===== config.mk =====
export PLATFORM = sky130hd
export DESIGN_NAME = bfly_scheduler
export DESIGN_NICKNAME = d
export VERILOG_FILES = /design/src/rtl/bfly_scheduler.sv
export SDC_FILE = /design/constraint.sdc
export NUM_CORES = 1
export LEC_CHECK = 0
export ABC_AREA = 1
export CAP_MARGIN = 15
export CORE_MARGIN = 1
export CORE_UTILIZATION = 41
export CTS_CLUSTER_DIAMETER = 80
export CTS_CLUSTER_SIZE = 8
export DETAILED_ROUTE_END_ITERATION = 10
export PLACE_DENSITY = 0.88
export SETUP_SLACK_MARGIN = 0.3
export SLEW_MARGIN = 15
export SYNTH_ARGS = -nofsm -noshare
export SYNTH_HDL_FRONTEND = slang
export SYNTH_SLANG_ARGS = --single-unit

===== constraint.sdc =====
create_clock -name clk -period 6 [get_ports clk]
set_input_delay 0.6 -clock clk [delete_from_list [all_inputs] [get_ports clk]]
set_output_delay 0.6 -clock clk [all_outputs]
set_load 0.005 [all_outputs]

===== src/rtl/bfly_scheduler.sv =====
// Round-robin scheduler sharing one fixed-latency butterfly unit among
// four requesters; tags follow each operation so results come back in order.
module bfly_scheduler #(
  parameter int N = 4,
  parameter int LAT = 3,
  localparam int W = 2 ** N
) (
  input  logic           clk,
  input  logic           rst,
  input  logic           en,
  input  logic [3:0]     req,
  input  logic [4*W-1:0] req_a,
  input  logic [4*W-1:0] req_b,
  output logic [3:0]     gnt,
  output logic [W-1:0]   bf_in_1,
  output logic [W-1:0]   bf_in_2,
  input  logic [W-1:0]   bf_out_real,
  input  logic [W-1:0]   bf_out_image,
  output logic           res_valid,
  output logic [1:0]     res_id,
  output logic [W-1:0]   res_real,
  output logic [W-1:0]   res_image,
  output logic           idle
);

  logic [1:0]   ptr_q, ptr_d;
  logic [1:0]   gid, idx;
  logic         hit, take;
  logic [LAT-1:0] tv_q;
  logic [1:0]   tid_q [LAT];
  logic [3:0]   cnt_q, cnt_d;
  logic         done;
  logic         rv_q;
  logic [1:0]   rid_q;
  logic [W-1:0] rre_q, rim_q;

  // Lowest offset from ptr wins, so scan high to low and overwrite.
  always_comb begin
    hit = 1'b0;
    gid = ptr_q;
    idx = ptr_q;
    for (int k = 3; k >= 0; k--) begin
      idx = ptr_q + 2'(k);
      if (req[idx]) begin
        hit = 1'b1;
        gid = idx;
      end
    end
  end

  assign take = hit && en && !rst;
  assign gnt  = take ? (4'b0001 << gid) : 4'b0000;
  assign ptr_d = take ? gid + 2'd1 : ptr_q;

  always_comb begin
    bf_in_1 = '0;
    bf_in_2 = '0;
    unique case (1'b1)
      gnt[0]: begin
        bf_in_1 = req_a[0*W +: W];
        bf_in_2 = req_b[0*W +: W];
      end
      gnt[1]: begin
        bf_in_1 = req_a[1*W +: W];
        bf_in_2 = req_b[1*W +: W];
      end
      gnt[2]: begin
        bf_in_1 = req_a[2*W +: W];
        bf_in_2 = req_b[2*W +: W];
      end
      gnt[3]: begin
        bf_in_1 = req_a[3*W +: W];
        bf_in_2 = req_b[3*W +: W];
      end
      default: ;
    endcase
  end

  assign done = tv_q[LAT-1];

  always_comb begin
    cnt_d = cnt_q;
    if (take && !done)
      cnt_d = cnt_q + 4'd1;
    else if (!take && done)
      cnt_d = cnt_q - 4'd1;
  end

  always_ff @(posedge clk or posedge rst) begin
    if (rst) begin
      ptr_q <= 2'd0;
      cnt_q <= 4'd0;
      tv_q  <= '0;
      for (int i = 0; i < LAT; i++)
        tid_q[i] <= 2'd0;
    end else begin
      ptr_q    <= ptr_d;
      cnt_q    <= cnt_d;
      tv_q[0]  <= take;
      tid_q[0] <= take ? gid : 2'd0;
      for (int i = 1; i < LAT; i++) begin
        tv_q[i]  <= tv_q[i-1];
        tid_q[i] <= tid_q[i-1];
      end
    end
  end

  always_ff @(posedge clk or posedge rst) begin
    if (rst) begin
      rv_q  <= 1'b0;
      rid_q <= 2'd0;
      rre_q <= '0;
      rim_q <= '0;
    end else begin
      rv_q <= done;
      if (done) begin
        rid_q <= tid_q[LAT-1];
        rre_q <= bf_out_real;
        rim_q <= bf_out_image;
      end
    end
  end

  assign res_valid = rv_q;
  assign res_id    = rid_q;
  assign res_real  = rre_q;
  assign res_image = rim_q;
  assign idle      = (cnt_q == 4'd0) && (gnt == 4'b0000);

endmodule


==> flow_metrics.py <==
metrics = {
    "global_route": {
        "grt_max_degree": 132,
        "grt_pass1_wl_mm": 20.8,
        "grt-ovfl-total": 0,
        "antenna_found_initial": 0,
        "grt_pass1_vias": 4474,
        "grt_util_all_layers_pct": 25.9,
    },
    "power": {
        "seq_power_share_pct": 22.8,
        "powerDensity_nw_per_um2": 356,
        "internal_power_w": 0.00123,
        "swShare_pct": 45.7,
        "comb_power_share_pct": 67.1,
        "peakVddDrop_mv": 0.473,
        "power.share.clock_pct": 10.2,
        "p_sw_w": 0.00103,
        "leakagePower_nw": 3.07,
    },
    "cts": {
        "clock_sinks": 50,
        "clk-insertion-delay-late_ns": 0.30,
        "cts_resized": 0,
        "ctsHoldBuffers": 0,
        "post_cts_buffers": 0,
        "clock_tree.root_cell": "clkbuf_8",
        "path_clk_slew_ns": 0.08,
        "cts_buffer_depth": 2,
        "cts.htree.levels": 2,
        "tritoncts": "built",
        "numCtsBuffers": 5,
    },
    "logic_synthesis": {
        "ys_seq_area_share_pct": 32.0,
        "synth_compound_area_share_pct": 2.14,
        "syn-mean-instance-area_um2": 6.51,
        "synth_seq_cells": 50,
        "synth.most_common_cell": "nand2_1",
        "synthAdderAreaFrac_pct": 2.75,
        "synthArstFlopShare_pct": 100,
        "syn_nets": 776,
        "ys_top_cells_by_area": "dfrtp_1, nand2_1, nand4_1",
        "synth_top_family_by_area": "simple AND/OR/NAND/NOR gates",
        "synth_commonest_cells": "nand2_1, nand4_1, inv_1",
        "syn_inst": 601,
        "synth_edf_count": 0,
        "synth_mux_area_share_pct": 0.288,
        "syn_area_um2": 3910,
        "netlist-cell-type-count": 27,
        "synth-xor-area-share_pct": 0.672,
        "synth.top_cell.area_share_pct": 32.0,
        "synth_simple_gate_area_share_pct": 46.4,
        "ys_warn_count": 0,
        "synth_area_leader_cell": "dfrtp_1",
        "synth_ff_type": "dfrtp_1",
    },
    "routing": {
        "wl_per_cell_um": 14.4,
        "dr_wl_met2_mm": 6.40,
        "detail-route-antenna-nets": 0,
        "highest-signal-layer": "met4",
        "wirelength_mm": 13.4,
        "vias": 4722,
        "drt_iter0_drc": 286,
        "met1_length_mm": 5.51,
        "routed-wl-met3_mm": 1.16,
        "routed_via_density": 5.07,
        "drc": 0,
        "drt_pass1_iterations": 5,
    },
    "setup_path": {
        "crit_path_top_delay_cell": "ha_1",
        "startpoint_type": "flop",
        "max_stage_delay_ns": 0.88,
        "cp_max_fo": 28,
        "ff2ff_setup_slack_ns": 2.61,
        "cp_common_cell": "nand2_1",
        "cp-end-kind": "output pin",
        "worstPathRequired_ns": 5.40,
        "path_cells": "inv_4 > nand2_1 > nand2_1 > nor2_2 > nor2_1 > nand2_1 > nand2_1 > nand2_1 > ha_1 > buf_4 > nand4_1 > nand2_1 > inv_1 > nand2_1 > clkdlybuf4s50_1",
        "cp_num_buf_inv": 4,
        "cp.arrival_ns": 3.88,
        "crit_family": "simple AND/OR/NAND/NOR gates",
        "crit_type": "reg -> out",
    },
    "finish": {
        "drive_gt1_share_pct": 3.62,
        "syn2layout_area_growth_pct": 62.7,
        "final_nets": 976,
        "antenna_cells": 0,
    },
    "place": {
        "gp_congestion": 0.881,
        "pre_cts_ws_ns": 1.59,
        "io_buffers": 238,
        "place_hpwl_mm": 10.2,
    },
    "sta": {
        "post-route-period-util_pct": 74.6,
        "fin_crit_ns": 4.48,
        "maxSlewViolCount": 0,
        "tns_ns": 0,
        "fmax_mhz": 223,
        "fin_skew_ns": 0.00991,
        "hold_ws_ns": 0.353,
        "max_slew_margin_pct": 27.8,
        "worstMarginPinSlew_ns": 1.08,
        "setup_slack_ns": 1.52,
        "rsz0062_at_grt": "false",
        "finalSetupViolCount": 0,
        "finalHoldViolations": 0,
    },
    "die": {
        "start_util_pct": 42.3,
        "rows": 35,
        "die_h_um": 99.7,
        "die_w_um": 99.7,
        "dieArea_um2": 9930,
        "io_pins": 239,
        "core-area_um2": 9240,
    },
    "flow_run": {
        "drv_cap": 0,
    },
    "min_path": {
        "holdCritPathClass": "reg -> reg",
    },
    "run_status": {
        "outcome": "finished clean",
    },
}
[sequential cells by signal, indices dropped and copies added (netlist names)]
name,count
cnt_q,4
res_id,2
tid_q,6
ptr_q,2
res_valid,1
res_real,16
res_image,16
tv_q,3
[cell type report]
class / instances / area, µm²
fill: 764 / 2880
timing repair buffer: 246 / 2460
multi-input combinational: 415 / 2060
sequential: 50 / 1250
inverter: 83 / 314
tap: 129 / 161
clock buffer: 5 / 68.8
clock inverter: 3 / 43.8
[cells in the final DEF (no fill, tap or decap), types with 4 or more instances in the layout]
| master | n |
|---|---|
| a21oi_1 | 4 |
| buf_4 | 7 |
| clkbuf_8 | 5 |
| clkdlybuf4s50_1 | 238 |
| dfrtp_1 | 49 |
| ha_1 | 7 |
| inv_1 | 79 |
| nand2_1 | 244 |
| nand3_1 | 6 |
| nand4_1 | 128 |
| nor2_1 | 6 |
| o21ai_0 | 5 |
[per-stage QoR]
stage / total power, W / util [%] / std cells / area [µm²]
2_1_floorplan: 0.00137 / - / 601 / 3910
3_3_place_gp: 0.00196 / 67.2 / 922 / 6210
3_5_place_dp: 0.00201 / 67.2 / 922 / 6210
4_1_cts: 0.00225 / 68.5 / 930 / 6330
5_1_grt: 0.00245 / 68.9 / 931 / 6360
6_report: 0.00226 / 68.9 / 931 / 6360
[per-layer routing]
layer	global-route usage, %	vias to the layer above
li1	-	2362
met1	32.3	2082
met2	43.6	245
met3	6.32	33
met4	9.28	0
met5	0	-
[power by group through the flow]
stage | sequential (W) | clock, W | combinational, W
after floorplan | 0.000498 | 0 | 0.000873
after global placement | 0.000516 | 0 | 0.00145
final | 0.000516 | 0.000230 | 0.00152
after CTS | 0.000516 | 0.000238 | 0.00150
after global routing | 0.000533 | 0.000251 | 0.00167
after detailed placement | 0.000522 | 0 | 0.00149
[cells by family (layout without fill, tap and decap cells)]
group | Yosys count | count (layout)
xor gates and xnor gates | 3 | 3
DFF | 50 | 50
buffers and inverters | 136 | 337
AOI/OAI and AO/OA | 13 | 13
muxes | 1 | 1
and+or+nand+nor | 390 | 390
adders and majority gates | 8 | 8
[path summary, 6_finish.rpt]
path,endpoint,cells past startpoint,startpoint
max reg2reg,cnt_q[3]$_DFFE_PP0P_,15,ptr_q[0]$_DFFE_PP0N_
min,tid_q[1]$_DFF_PP0_,0,tid_q[3]$_DFF_PP0_
min in group asynchronous,res_image[12]$_DFFE_PP0P_,2,rst
max,bf_in_2[9],15,ptr_q[0]$_DFFE_PP0N_
max in group asynchronous,res_image[6]$_DFFE_PP0P_,3,rst
min reg2reg,tid_q[1]$_DFF_PP0_,0,tid_q[3]$_DFF_PP0_
Note: power is estimated with default switching activity, not from simulation.
==> variant, RTL diff (config.mk and constraints unchanged) <==
Set the parameter `LAT` to 6 (it was 3).
--- a/src/rtl/bfly_scheduler.sv
+++ b/src/rtl/bfly_scheduler.sv
@@ -2,7 +2,7 @@
 // four requesters; tags follow each operation so results come back in order.
 module bfly_scheduler #(
   parameter int N = 4,
-  parameter int LAT = 3,
+  parameter int LAT = 6,
   localparam int W = 2 ** N
 ) (
   input  logic           clk,
Check against the original RTL: not equivalent (Yosys sat finds a counterexample within 10 cycles, from zero or initial values and one cycle with rst high).
==> variant against the original RTL <==
  * Worst setup slack worse by 0.042 ns
  * Routed wire length up 5.4%
  * Die area increased by 4.3%
  * Final cell count up 1.7%
  * Final area increased by 4.3%
  * Synthesized area grew 4.4%
  * Sequential cell count increased by 9
  * Power increased by 22%
  * Critical path type is now primary input to output pin
  * Critical endpoint is now bf_in_2[0]
  * Highest routed layer unchanged
==> variant: results <==
metrics = {
    "run_status": {
        "status": "finished, final reports clean",
    },
    "cts": {
        "cts.clk_slew.worst_paths_ns": 0.07,
        "clkLatencyLatePin_ns": 0.33,
        "cts_resized": 0,
        "htree_num_levels": 3,
        "numCtsBuffers": 9,
        "clock_path_buffers": 2,
    },
    "setup_path": {
        "arrival_ns": 3.92,
        "reg2reg_from": "tv_q[5]$_DFF_PP0_",
        "reg2reg_slack_ns": 1.98,
        "slowest_stage": "ha_1",
        "crit_fanout": 27,
        "crit_family": "buffers and inverters",
        "critPathMaxStageDelay_ns": 0.83,
        "reg2reg_depth": 10,
    },
    "yosys": {
        "syn-num-nets": 779,
        "seq_area_frac_synth_pct": 36.2,
        "avgSynthCellArea_sq_um": 6.76,
        "yosys-top-cells-count": "nand2_1 (241), nand4_1 (130), inv_1 (76)",
        "async_reset_ff_share_pct": 100,
        "synth_area_leaders": "dfrtp_1 (36%), nand2_1 (22%), nand4_1 (20%)",
        "synthDistinctLibCells": 26,
    },
    "route": {
        "met2WireLength_um": 6910,
        "routedWlPerCell_um": 14.9,
        "wl_met1_um": 5500,
        "wl_met3_um": 1370,
        "routed_via_density": 5.17,
        "drtIter0Drc": 287,
        "dr.max_layer_used": "met4",
    },
    "sta": {
        "holdWs_ns": 0.339,
        "relSlewSlack_pct": 26.2,
        "clock_skew_ns": 0.00900,
        "setup_tns_ns": 0,
    },
    "worst_hold_path": {
        "min_from": "tid_q[5]$_DFF_PP0_",
        "hold_end": "tid_q[3]$_DFF_PP0_",
        "hold_path_class": "flip-flop to flip-flop",
        "holdPathStages": 0,
    },
    "cells_and_area": {
        "final_nets": 984,
        "diodes": 0,
        "instances_no_fill": 947,
        "drive_above_1_share_pct": 4.30,
    },
    "power_and_ir_drop": {
        "power.leakage_nw": 3.23,
        "ir_drop_v": 0.000338,
    },
    "global_routing": {
        "grt_pass1_vias": 4476,
        "grt_pass1_wl_um": 21100,
        "antenna_found_initial": 0,
        "grt_max_degree": 86,
        "grtUsageMet1_pct": 31.2,
        "met3_usage_pct": 7.66,
        "track_usage_pct": 26.3,
        "grtUsageMet2_pct": 45.3,
    },
    "placement": {
        "port_buffers": 238,
        "placed_cells": 931,
        "gp_congestion": 0.909,
        "dp_slack_ns": 1.54,
        "dp_hpwl_um": 10600,
    },
}
==> variant: worst max-delay path by stage <==
| stage | cells past startpoint | from | endpoint | slack [ns] |
|---|---|---|---|---|
| 2_1_floorplan | 17 | req[1] | bf_in_1[11] | 3.19 |
| 3_3_place_gp | 17 | req[1] | bf_in_2[3] | 1.69 |
| 3_5_place_dp | 17 | req[1] | bf_in_2[0] | 1.54 |
| 4_1_cts | 17 | req[1] | bf_in_2[0] | 1.55 |
| 5_1_grt | 18 | req[1] | bf_in_2[3] | 1.20 |
| 6_report | 17 | req[1] | bf_in_2[0] | 1.48 |
==> variant: power breakdown <==
part	leakage, nW	switching, mW	total [mW]	internal, mW
clock	0.111	0.149	0.394	0.246
combinational	2.37	0.992	1.75	0.758
sequential	0.748	0.0935	0.626	0.532
==> variant: area by class of cell <==
cell class | instances | area (sq um)
Multi-Input combinational cell | 412 | 2030
Tap cell | 133 | 166
Fill cell | 776 | 3090
Timing Repair Buffer | 246 | 2440
Inverter | 81 | 307
Clock inverter | 4 | 73.8
Sequential cell | 59 | 1480
Clock buffer | 12 | 145
==> variant: per-stage QoR <==
| step | total power, mW | cell area [sq um] |
|---|---|---|
| 2_1_floorplan | 1.60 | 4080 |
| 3_3_place_gp | 2.30 | 6420 |
| 3_5_place_dp | 2.36 | 6420 |
| 4_1_cts | 2.77 | 6640 |
| 5_1_grt | 2.98 | 6640 |
| 6_report | 2.77 | 6640 |
==> variant: cell families after synthesis <==
kind of cell	synth area share (%)
AO/OA/AOI/OAI	1.16
XOR/XNOR	0.644
adder cells (fa/ha/maj)	2.64
buffers and inverters	14.4
flip-flops	36.2
AND/OR/NAND/NOR	45.0
